### src/rtl/infra_reset_sequencer.sv
// Reset-release sequencer: qualifies PLL lock and an auxiliary ready, holds, then releases
// NUM_CH reset domains in order, with soft re-sequence, lock-loss recovery and a ready timeout.
//   state     | meaning
//   WAIT_LOCK | all domains in reset, waiting for synchronised lock
//   LOCK_FILT | lock seen, requiring LOCK_FILTER consecutive cycles
//   HOLD      | lock qualified, holding all domains for HOLD_CYCLES
//   WAIT_RDY  | waiting for auxiliary ready (optionally bounded)
//   RELEASE   | releasing one domain every STAGE_GAP cycles
//   RUN       | all domains released
module infra_reset_sequencer #(
  parameter int NUM_CH      = 4,
  parameter int CNT_W       = 16,
  parameter int SYNC_STAGES = 2,
  parameter int LOCK_FILTER = 8,
  parameter int HOLD_CYCLES = 65535,
  parameter int STAGE_GAP   = 256,
  parameter int RDY_TIMEOUT = 0
) (
  input  logic              sys_clk,
  input  logic              sys_rst_n,
  input  logic              pll_lock,
  input  logic              aux_rdy,
  input  logic              soft_rst,
  output logic [NUM_CH-1:0] ch_rst,
  output logic              all_released,
  output logic [2:0]        seq_state,
  output logic [7:0]        lock_loss_cnt,
  output logic              rdy_timeout
);

  localparam longint CNT_MAX = (longint'(1) << CNT_W) - 1;
  localparam int     IDX_W   = (NUM_CH > 1) ? $clog2(NUM_CH) : 1;

  if (NUM_CH < 1 || SYNC_STAGES < 2 || LOCK_FILTER < 1 || HOLD_CYCLES < 1 || STAGE_GAP < 1 ||
      RDY_TIMEOUT < 0 || longint'(LOCK_FILTER) > CNT_MAX || longint'(HOLD_CYCLES) > CNT_MAX ||
      longint'(STAGE_GAP) > CNT_MAX || longint'(RDY_TIMEOUT) > CNT_MAX) begin : g_bad_param
    $error("infra_reset_sequencer: illegal parameter combination");
  end

  localparam logic [CNT_W-1:0] LF_LAST   = CNT_W'(LOCK_FILTER - 1);
  localparam logic [CNT_W-1:0] HOLD_LAST = CNT_W'(HOLD_CYCLES - 1);
  localparam logic [CNT_W-1:0] GAP_LAST  = CNT_W'(STAGE_GAP - 1);
  localparam logic [CNT_W-1:0] TO_LAST   = CNT_W'(RDY_TIMEOUT - 1);
  localparam logic [IDX_W-1:0] IDX_LAST  = IDX_W'(NUM_CH - 1);

  typedef enum logic [2:0] {
    S_WAIT_LOCK = 3'd0,
    S_LOCK_FILT = 3'd1,
    S_HOLD      = 3'd2,
    S_WAIT_RDY  = 3'd3,
    S_RELEASE   = 3'd4,
    S_RUN       = 3'd5
  } state_t;

  logic [SYNC_STAGES-1:0] r_lock_sync;
  logic [SYNC_STAGES-1:0] r_rdy_sync;
  state_t                 r_state;
  logic [CNT_W-1:0]       r_cnt;
  logic [IDX_W-1:0]       r_idx;
  logic [NUM_CH-1:0]      r_ch_rst;
  logic                   r_all_rel;
  logic [7:0]             r_loss;
  logic                   r_timeout;

  logic                   w_lock_s;
  logic                   w_rdy_s;
  logic                   w_qualified;
  logic                   w_lock_lost;
  logic                   w_soft_go;
  logic                   w_timeout_hit;
  state_t                 w_state_nxt;
  logic [CNT_W-1:0]       w_cnt_nxt;
  logic [IDX_W-1:0]       w_idx_nxt;
  logic [NUM_CH-1:0]      w_ch_rst_nxt;
  logic                   w_all_rel_nxt;
  logic [7:0]             w_loss_nxt;
  logic                   w_timeout_nxt;

  assign w_lock_s = r_lock_sync[SYNC_STAGES-1];
  assign w_rdy_s  = r_rdy_sync[SYNC_STAGES-1];

  // State, counters, synchronisers and every output are registered here.
  always_ff @(posedge sys_clk or negedge sys_rst_n) begin
    if (!sys_rst_n) begin
      r_lock_sync <= '0;
      r_rdy_sync  <= '0;
      r_state     <= S_WAIT_LOCK;
      r_cnt       <= '0;
      r_idx       <= '0;
      r_ch_rst    <= '1;
      r_all_rel   <= 1'b0;
      r_loss      <= '0;
      r_timeout   <= 1'b0;
    end else begin
      r_lock_sync <= {r_lock_sync[SYNC_STAGES-2:0], pll_lock};
      r_rdy_sync  <= {r_rdy_sync[SYNC_STAGES-2:0], aux_rdy};
      r_state     <= w_state_nxt;
      r_cnt       <= w_cnt_nxt;
      r_idx       <= w_idx_nxt;
      r_ch_rst    <= w_ch_rst_nxt;
      r_all_rel   <= w_all_rel_nxt;
      r_loss      <= w_loss_nxt;
      r_timeout   <= w_timeout_nxt;
    end
  end

  always_comb begin
    w_state_nxt   = r_state;
    w_cnt_nxt     = r_cnt;
    w_idx_nxt     = r_idx;
    w_lock_lost   = 1'b0;
    w_soft_go     = 1'b0;
    w_timeout_hit = 1'b0;
    w_qualified   = (r_state == S_HOLD) || (r_state == S_WAIT_RDY) ||
                    (r_state == S_RELEASE) || (r_state == S_RUN);
    // Lock loss outranks a coincident soft reset.
    if (w_qualified && !w_lock_s) begin
      w_state_nxt = S_WAIT_LOCK;
      w_cnt_nxt   = '0;
      w_idx_nxt   = '0;
      w_lock_lost = 1'b1;
    end else if (w_qualified && soft_rst) begin
      w_state_nxt = S_HOLD;
      w_cnt_nxt   = '0;
      w_idx_nxt   = '0;
      w_soft_go   = 1'b1;
    end else begin
      case (r_state)
        S_WAIT_LOCK: begin
          if (w_lock_s) begin
            w_state_nxt = S_LOCK_FILT;
            w_cnt_nxt   = '0;
          end
        end
        S_LOCK_FILT: begin
          if (!w_lock_s) begin
            w_state_nxt = S_WAIT_LOCK;
            w_cnt_nxt   = '0;
          end else if (r_cnt == LF_LAST) begin
            w_state_nxt = S_HOLD;
            w_cnt_nxt   = '0;
          end else begin
            w_cnt_nxt = r_cnt + CNT_W'(1);
          end
        end
        S_HOLD: begin
          if (r_cnt == HOLD_LAST) begin
            w_state_nxt = S_WAIT_RDY;
            w_cnt_nxt   = '0;
          end else begin
            w_cnt_nxt = r_cnt + CNT_W'(1);
          end
        end
        S_WAIT_RDY: begin
          if (w_rdy_s || (RDY_TIMEOUT != 0 && r_cnt == TO_LAST)) begin
            w_state_nxt   = S_RELEASE;
            w_cnt_nxt     = '0;
            w_idx_nxt     = '0;
            w_timeout_hit = !w_rdy_s;
          end else begin
            w_cnt_nxt = r_cnt + CNT_W'(1);
          end
        end
        S_RELEASE: begin
          if (r_cnt == GAP_LAST) begin
            w_cnt_nxt = '0;
            if (r_idx == IDX_LAST) begin
              w_state_nxt = S_RUN;
            end else begin
              w_idx_nxt = r_idx + IDX_W'(1);
            end
          end else begin
            w_cnt_nxt = r_cnt + CNT_W'(1);
          end
        end
        S_RUN: begin
          w_cnt_nxt = '0;
        end
        default: begin
          w_state_nxt = S_WAIT_LOCK;
          w_cnt_nxt   = '0;
          w_idx_nxt   = '0;
        end
      endcase
    end
  end

  always_comb begin
    w_ch_rst_nxt  = r_ch_rst;
    w_all_rel_nxt = r_all_rel;
    w_loss_nxt    = r_loss;
    w_timeout_nxt = r_timeout;
    if (w_lock_lost) begin
      w_ch_rst_nxt  = '1;
      w_all_rel_nxt = 1'b0;
      if (r_loss != 8'hFF) w_loss_nxt = r_loss + 8'd1;
    end else if (w_soft_go) begin
      w_ch_rst_nxt  = '1;
      w_all_rel_nxt = 1'b0;
      w_timeout_nxt = 1'b0;
    end else if (w_state_nxt == S_RELEASE) begin
      // Clearing the current stage bit every cycle is idempotent and keeps release in order.
      w_ch_rst_nxt[w_idx_nxt] = 1'b0;
      if (w_timeout_hit) w_timeout_nxt = 1'b1;
    end else if (w_state_nxt == S_RUN) begin
      w_ch_rst_nxt  = '0;
      w_all_rel_nxt = 1'b1;
    end else begin
      w_ch_rst_nxt  = '1;
      w_all_rel_nxt = 1'b0;
    end
  end

  assign ch_rst        = r_ch_rst;
  assign all_released  = r_all_rel;
  assign seq_state     = r_state;
  assign lock_loss_cnt = r_loss;
  assign rdy_timeout   = r_timeout;

endmodule

### config.mk
export PLATFORM = sky130hd
export DESIGN_NAME = infra_reset_sequencer
export DESIGN_NICKNAME = d
export VERILOG_FILES = /design/src/rtl/infra_reset_sequencer.sv
export SDC_FILE = /design/constraint.sdc
export NUM_CORES = 1
export LEC_CHECK = 0
export BUFFER_PORTS_ARGS = -buffer_cell sky130_fd_sc_hd__buf_4
export CORE_ASPECT_RATIO = 1.4
export CORE_MARGIN = 4
export CORE_UTILIZATION = 48
export CTS_BUF_LIST = sky130_fd_sc_hd__clkbuf_8
export CTS_CLUSTER_DIAMETER = 200
export DETAILED_ROUTE_END_ITERATION = 6
export MAX_ROUTING_LAYER = met4
export PLACE_DENSITY = 0.76
export SLEW_MARGIN = 20
export SYNTH_ARGS = -nofsm -noshare
export SYNTH_HDL_FRONTEND = slang
export SYNTH_SLANG_ARGS = --single-unit
### constraint.sdc
create_clock -name sys_clk -period 2.89 [get_ports sys_clk]
set_input_delay 0.289 -clock sys_clk [delete_from_list [all_inputs] [get_ports sys_clk]]
set_output_delay 0.289 -clock sys_clk [all_outputs]
set_load 0.05 [all_outputs]
==> impl_metrics.py, run 1 <==
metrics = {
    "setup_path": {
        "slowest_delay_ns": 0.46,
        "path_max_fanout": 12,
        "arrival_ns": 2.80,
        "critPathKind": "reg2reg",
        "end_kind": "register",
        "path_cells": "ha_1 -> or3b_1 -> nor4_4 -> o22ai_2 -> o31ai_4 -> buf_12 -> and2b_1 -> a21oi_1",
        "start_kind": "register",
        "slowest_stage": "or3b_1",
        "required_ns": 3.06,
    },
    "logic_synthesis": {
        "synthAdderAreaFrac_pct": 2.31,
        "async_flop_share_pct": 100,
        "synth.net_count": 212,
        "synth_compound_area_share_pct": 13.8,
        "synthSimpleGateAreaFrac_pct": 27.0,
        "synth_top_area_cell": "dfrtp_1",
        "syn_inst": 204,
        "synth_xor_area_share_pct": 5.54,
        "synth_top_family_by_area": "simple AND/OR/NAND/NOR gates",
        "synth_edf_count": 0,
        "synth_cell_types": 53,
        "ys_seq_elements": 39,
        "ys_top_cells_by_area": "dfrtp_1 (43%), dfstp_2 (5.1%), nand2_1 (4.2%)",
        "yosys_warnings": 0,
        "synth.top_cell.area_share_pct": 42.6,
        "synthFlopType": "dfrtp_1",
        "syn-cell-area_um2": 2060,
        "synthMuxAreaShare_pct": 1.52,
        "synth-seq-area-share_pct": 47.7,
        "synth.avg_cell_area_um2": 10.1,
    },
    "floorplan": {
        "rows": 27,
        "die_y_um": 85.4,
        "die-width_um": 63.3,
        "die_area_um2": 5410,
        "core_um2": 4020,
        "start_util_pct": 51.1,
        "top_level_ports": 22,
    },
    "global_route": {
        "grt_max_degree": 40,
        "overflow": 0,
        "grtUsageTotal_pct": 15.7,
        "grt_first_pass_wirelength_mm": 6.81,
        "grt_pass1_vias": 1601,
        "antenna_found_initial": 0,
    },
    "pwr": {
        "p_leak_nw": 1.04,
        "peakVddDrop_mv": 0.299,
        "power_density_nw_per_um2": 431,
        "p_total_mw": 1.03,
    },
    "drt": {
        "viasPerCell": 5.83,
        "drtPass1Iterations": 4,
        "antenna_left": 0,
        "drt_iter0_markers": 54,
        "via_count": 1598,
        "drc": 0,
        "avgRoutedWirePerCell_um": 14.7,
        "finalWirelength_mm": 4.03,
    },
    "final_layout": {
        "final_common_cell": "dfrtp_1",
        "final_util_pct": 59.2,
        "finish.instance_area_um2": 2380,
        "drive_gt1_share_pct": 22.1,
        "nets": 238,
        "fillerInstances": 339,
        "diodes": 0,
        "syn_to_final_growth_pct": 15.8,
        "final_cell_mix": "dfrtp_1 (35), nand2_1 (23), buf_4 (23), nor2_1 (18)",
    },
    "timing": {
        "maxSlewViolCount": 0,
        "finalCritPeriodShare_pct": 91.0,
        "tightest_slew_ns": 0.530,
        "period_needed_ns": 2.63,
        "skew_ns": 0.00720,
        "setup_viol": 0,
        "fmax_ghz": 0.380,
        "rsz0062_at_grt": "no",
        "whs_ns": 0.104,
        "fin_tns_setup_ns": 0,
        "slew_headroom_pct": 64.5,
        "finalHoldViolCount": 0,
    },
    "placement": {
        "gp_congestion": 0.867,
        "dp_hpwl_mm": 2.84,
        "port_buffers": 21,
        "postPlaceCellArea_um2": 2250,
    },
    "clocking": {
        "clk_latency_ns": 0.29,
        "cts_buffers": 5,
        "clk_pin_slew_ns": 0.08,
        "cts_buffer_depth": 2,
        "cts_tree": "built",
        "ctsRootBufferMaster": "clkbuf_8",
        "cts_sinks": 39,
        "cts.htree.levels": 2,
    },
    "min_path": {
        "holdCritPathClass": "in2reg",
    },
    "job": {
        "drv_cap": 0,
    },
    "run_status": {
        "status": "finished, final reports clean",
    },
}
## worst paths after layout
kind	startpoint	end	slack [ns]	cells past startpoint
setup reg to reg	r_cnt[0]	r_cnt[15]	0.26	8
hold / removal	pll_lock	r_lock_sync[0]	0.10	1
hold reg to reg	r_lock_sync[0]	r_lock_sync[1]	0.36	0
setup / recovery	r_cnt[0]	r_cnt[15]	0.26	8
min in group asynchronous	sys_rst_n	r_cnt[7]	0.50	2
max in group asynchronous	sys_rst_n	ch_rst[0]	2.02	2
## flip-flops by register name, indices dropped and copies added (netlist names)
| signal | count |
|---|---|
| r_cnt | 16 |
| lock_loss_cnt | 8 |
| ch_rst | 4 |
| r_idx | 2 |
| rdy_timeout | 1 |
| r_lock_sync | 2 |
| all_released | 1 |
| r_rdy_sync | 2 |
| seq_state | 3 |
## worst max-delay path: cells and delay by family (launching register included)
kind	cells	cell delay, ns
flip-flops	1	0.44
adder cells (fa/ha/maj)	1	0.25
buffers and inverters	1	0.16
AND/OR/NAND/NOR	3	1.14
AO/OA/AOI/OAI	3	0.53
## synth_stat cells, types with 2 or more instances
| library cell | number |
|---|---|
| nand2b_1 | 5 |
| or3_1 | 4 |
| a21oi_1 | 5 |
| and3_1 | 3 |
| nor2_1 | 18 |
| nor4_1 | 3 |
| o21ai_0 | 8 |
| nor2b_1 | 2 |
| mux2i_1 | 2 |
| a31o_1 | 2 |
| clkbuf_1 | 5 |
| nor4_4 | 3 |
| a21o_1 | 6 |
| nand2_1 | 23 |
| xnor2_1 | 6 |
| or2_2 | 3 |
| nor3_1 | 5 |
| dfstp_2 | 4 |
| and2_1 | 2 |
| ha_1 | 3 |
| a31oi_1 | 5 |
| nand3_1 | 8 |
| xor2_1 | 7 |
| dfrtp_1 | 35 |
| nand4_1 | 6 |
| inv_1 | 4 |
## cell type report
type	instances	area [um2]	share of cell area [%]
clock inverters	3	23.8	0.998
well taps	43	53.8	2.26
repair buffers	25	203	8.51
inverters	4	15.0	0.631
clock buffers	5	68.8	2.89
flip-flops and latches	39	981	41.2
multi-input cells	155	1040	43.5
## routing by layer
metal	routed length [um]	share of wire, %	vias up	GRT usage, %
met5	0	0	-	-
met4	48	1.2	0	4.91
met3	93	2.3	6	2.38
met2	2150	53	22	28.5
met1	1740	43	789	17.6
li1	-	-	781	-
## power by group
group	switching, mW	internal [mW]	leakage [nW]
clock network	0.201	0.172	0.0408
logic	0.0569	0.0316	0.478
registers	0.0119	0.552	0.519
## metrics by stage
step	instances	worst slack [ns]
5_1_grt	274	0.0972
3_3_place_gp	263	0.269
4_1_cts	272	0.197
3_5_place_dp	263	0.210
2_1_floorplan	204	0.612
6_report	274	0.261
## timing repair
action | 4_1_cts | 5_1_grt
gates resized for setup | 0 | 0
hold buffers | 1 | 0
hold endpoints to repair | 35 | 0
setup buffers | 0 | 2
endpoints found under the setup margin | 0 | 6
## cell families after synthesis
logic type | after synthesis
XOR/XNOR | 13
AND/OR/NAND/NOR | 96
flip-flops | 39
AO/OA/AOI/OAI | 39
adder cells (fa/ha/maj) | 4
multiplexers | 3
buffers and inverters | 10
(Power assumes the default switching activity.)
==> run 2: changes to the inputs <==
--- a/config.mk
+++ b/config.mk
@@ -7,14 +7,14 @@
 export LEC_CHECK = 0
 export BUFFER_PORTS_ARGS = -buffer_cell sky130_fd_sc_hd__buf_4
 export CORE_ASPECT_RATIO = 1.4
-export CORE_MARGIN = 4
+export CORE_MARGIN = 8
 export CORE_UTILIZATION = 48
 export CTS_BUF_LIST = sky130_fd_sc_hd__clkbuf_8
 export CTS_CLUSTER_DIAMETER = 200
 export DETAILED_ROUTE_END_ITERATION = 6
 export MAX_ROUTING_LAYER = met4
 export PLACE_DENSITY = 0.76
-export SLEW_MARGIN = 20
+export SLEW_MARGIN = 30
 export SYNTH_ARGS = -nofsm -noshare
 export SYNTH_HDL_FRONTEND = slang
 export SYNTH_SLANG_ARGS = --single-unit
==> impl_metrics.py, run 2 (synthesis results as in run 1) <==
metrics = {
    "floorplan": {
        "start_util_pct": 49.3,
        "die_y_um": 93.4,
        "top_level_ports": 22,
        "rows": 28,
        "die_area_um2": 6660,
        "die-width_um": 71.3,
        "core_um2": 4170,
    },
    "clocking": {
        "cts_buffers": 5,
        "post_cts_buffers": 0,
        "ctsRootBufferMaster": "clkbuf_8",
        "cts_sinks": 39,
        "cts.htree.levels": 2,
        "clk_pin_slew_ns": 0.08,
        "clk_latency_ns": 0.29,
        "cts_tree": "built",
        "cts_resized": 0,
        "cts_buffer_depth": 2,
    },
    "setup_path": {
        "start_kind": "register",
        "critPathKind": "reg2reg",
        "path_cells": "ha_1 -> or3b_1 -> nor4_4 -> o22ai_2 -> o31ai_4 -> buf_4 -> a21oi_1 -> a21o_1",
        "end_kind": "register",
        "crit_buf_inv": 1,
        "path_delay_family": "simple AND/OR/NAND/NOR gates",
        "slowest_stage": "or3b_1",
        "timing.rr.start": "r_cnt[0]",
        "slowest_delay_ns": 0.46,
        "required_ns": 3.08,
        "arrival_ns": 2.66,
        "critPathLaunch": "r_cnt[0]",
        "path_max_fanout": 10,
    },
    "global_route": {
        "grt_first_pass_wirelength_mm": 7.20,
        "grt_max_degree": 40,
        "overflow": 0,
        "grt_pass1_vias": 1619,
        "grtUsageTotal_pct": 13.5,
        "antenna_found_initial": 0,
    },
    "drt": {
        "wl_met2_mm": 2.10,
        "avgRoutedWirePerCell_um": 14.3,
        "drt_iter0_markers": 95,
        "via_count": 1580,
        "drc": 0,
        "viasPerCell": 5.75,
        "highest-signal-layer": "met4",
        "met3_length_um": 73,
        "finalWirelength_mm": 3.94,
        "antenna_left": 0,
        "wl_met1_mm": 1.69,
        "drtPass1Iterations": 4,
    },
    "timing": {
        "fin_tns_setup_ns": 0,
        "tightest_slew_ns": 0.512,
        "period_needed_ns": 2.47,
        "finalCritPeriodShare_pct": 85.5,
        "skew_ns": 0.00380,
        "maxSlewViolCount": 0,
        "setup_viol": 0,
        "fmax_ghz": 0.405,
        "finalHoldViolCount": 0,
        "slew_headroom_pct": 65.7,
        "rsz0062_at_grt": "no",
    },
    "final_layout": {
        "drive_gt1_share_pct": 21.7,
        "final_cell_mix": "dfrtp_1 (35), nand2_1 (23), buf_4 (23), nor2_1 (18)",
        "diodes": 0,
        "nets": 237,
        "largest_reg_flops": 16,
        "syn_to_final_growth_pct": 14.8,
        "final_common_cell": "dfrtp_1",
        "regMostFlops": "r_cnt",
    },
    "min_path": {
        "hold_start": "pll_lock",
        "holdCritPathClass": "in2reg",
    },
    "placement": {
        "dp_hpwl_mm": 2.90,
        "port_buffers": 21,
        "gp_congestion": 0.862,
    },
    "pwr": {
        "peakVddDrop_mv": 0.293,
        "p_total_mw": 1.01,
        "p_leak_nw": 1.03,
        "power_density_nw_per_um2": 428,
    },
    "job": {
        "drv_cap": 0,
    },
    "run_status": {
        "status": "finished, final reports clean",
    },
}
==> run 2: changes by cell type in the layout (fill, tap and decap cells not counted), sizes merged <==
cell / change
buf: -1
clkinv: +1
inv: -1
==> run 2: area by class of cell <==
| type | count | area, um2 |
|---|---|---|
| Timing Repair Buffer | 24 | 183 |
| Multi-Input combinational cell | 155 | 1040 |
| Fill cell | 365 | 1810 |
| Clock buffer | 5 | 68.8 |
| Sequential cell | 39 | 981 |
| Inverter | 4 | 15.0 |
| Clock inverter | 3 | 20.0 |
| Tap cell | 45 | 56.3 |
==> run 2: repair_timing <==
action                     4_1_cts  5_1_grt
setup endpoints to repair        0        0
hold buffers                     1        0
hold endpoints to repair        35        0
==> run 2: where the power goes <==
part | internal (mW) | switching, mW
clock network | 0.168 | 0.194
registers | 0.553 | 0.0119
logic | 0.0284 | 0.0551
==> run 2: stage by stage <==
step | util (%) | hold WS, ns | instance area [um2] | instances | worst slack (ns)
5_1_grt | 56.6 | 0.0871 | 2360 | 275 | 0.226
2_1_floorplan | - | -0.00659 | 2060 | 204 | 0.612
4_1_cts | 56.6 | 0.0898 | 2360 | 275 | 0.407
6_report | 56.6 | 0.0996 | 2360 | 275 | 0.419
3_3_place_gp | 54.2 | 0.286 | 2260 | 266 | 0.485
3_5_place_dp | 54.2 | 0.288 | 2260 | 266 | 0.426
==> run 2: path summary, 6_finish.rpt <==
check / endpoint / cells after the start / slack, ns
setup / recovery: r_cnt[5] / 8 / 0.42
min in group asynchronous: r_cnt[4] / 2 / 0.49
hold / removal: r_lock_sync[0] / 1 / 0.1
hold reg to reg: r_rdy_sync[1] / 0 / 0.35
max in group asynchronous: ch_rst[0] / 2 / 2.03
setup reg to reg: r_cnt[5] / 8 / 0.42
==> run 2: per-layer routing <==
| layer | vias up | global-route usage (%) |
|---|---|---|
| li1 | 780 | - |
| met1 | 777 | 14.7 |
| met2 | 17 | 23.2 |
| met3 | 6 | 2.36 |
| met4 | 0 | 6.45 |
| met5 | - | - |
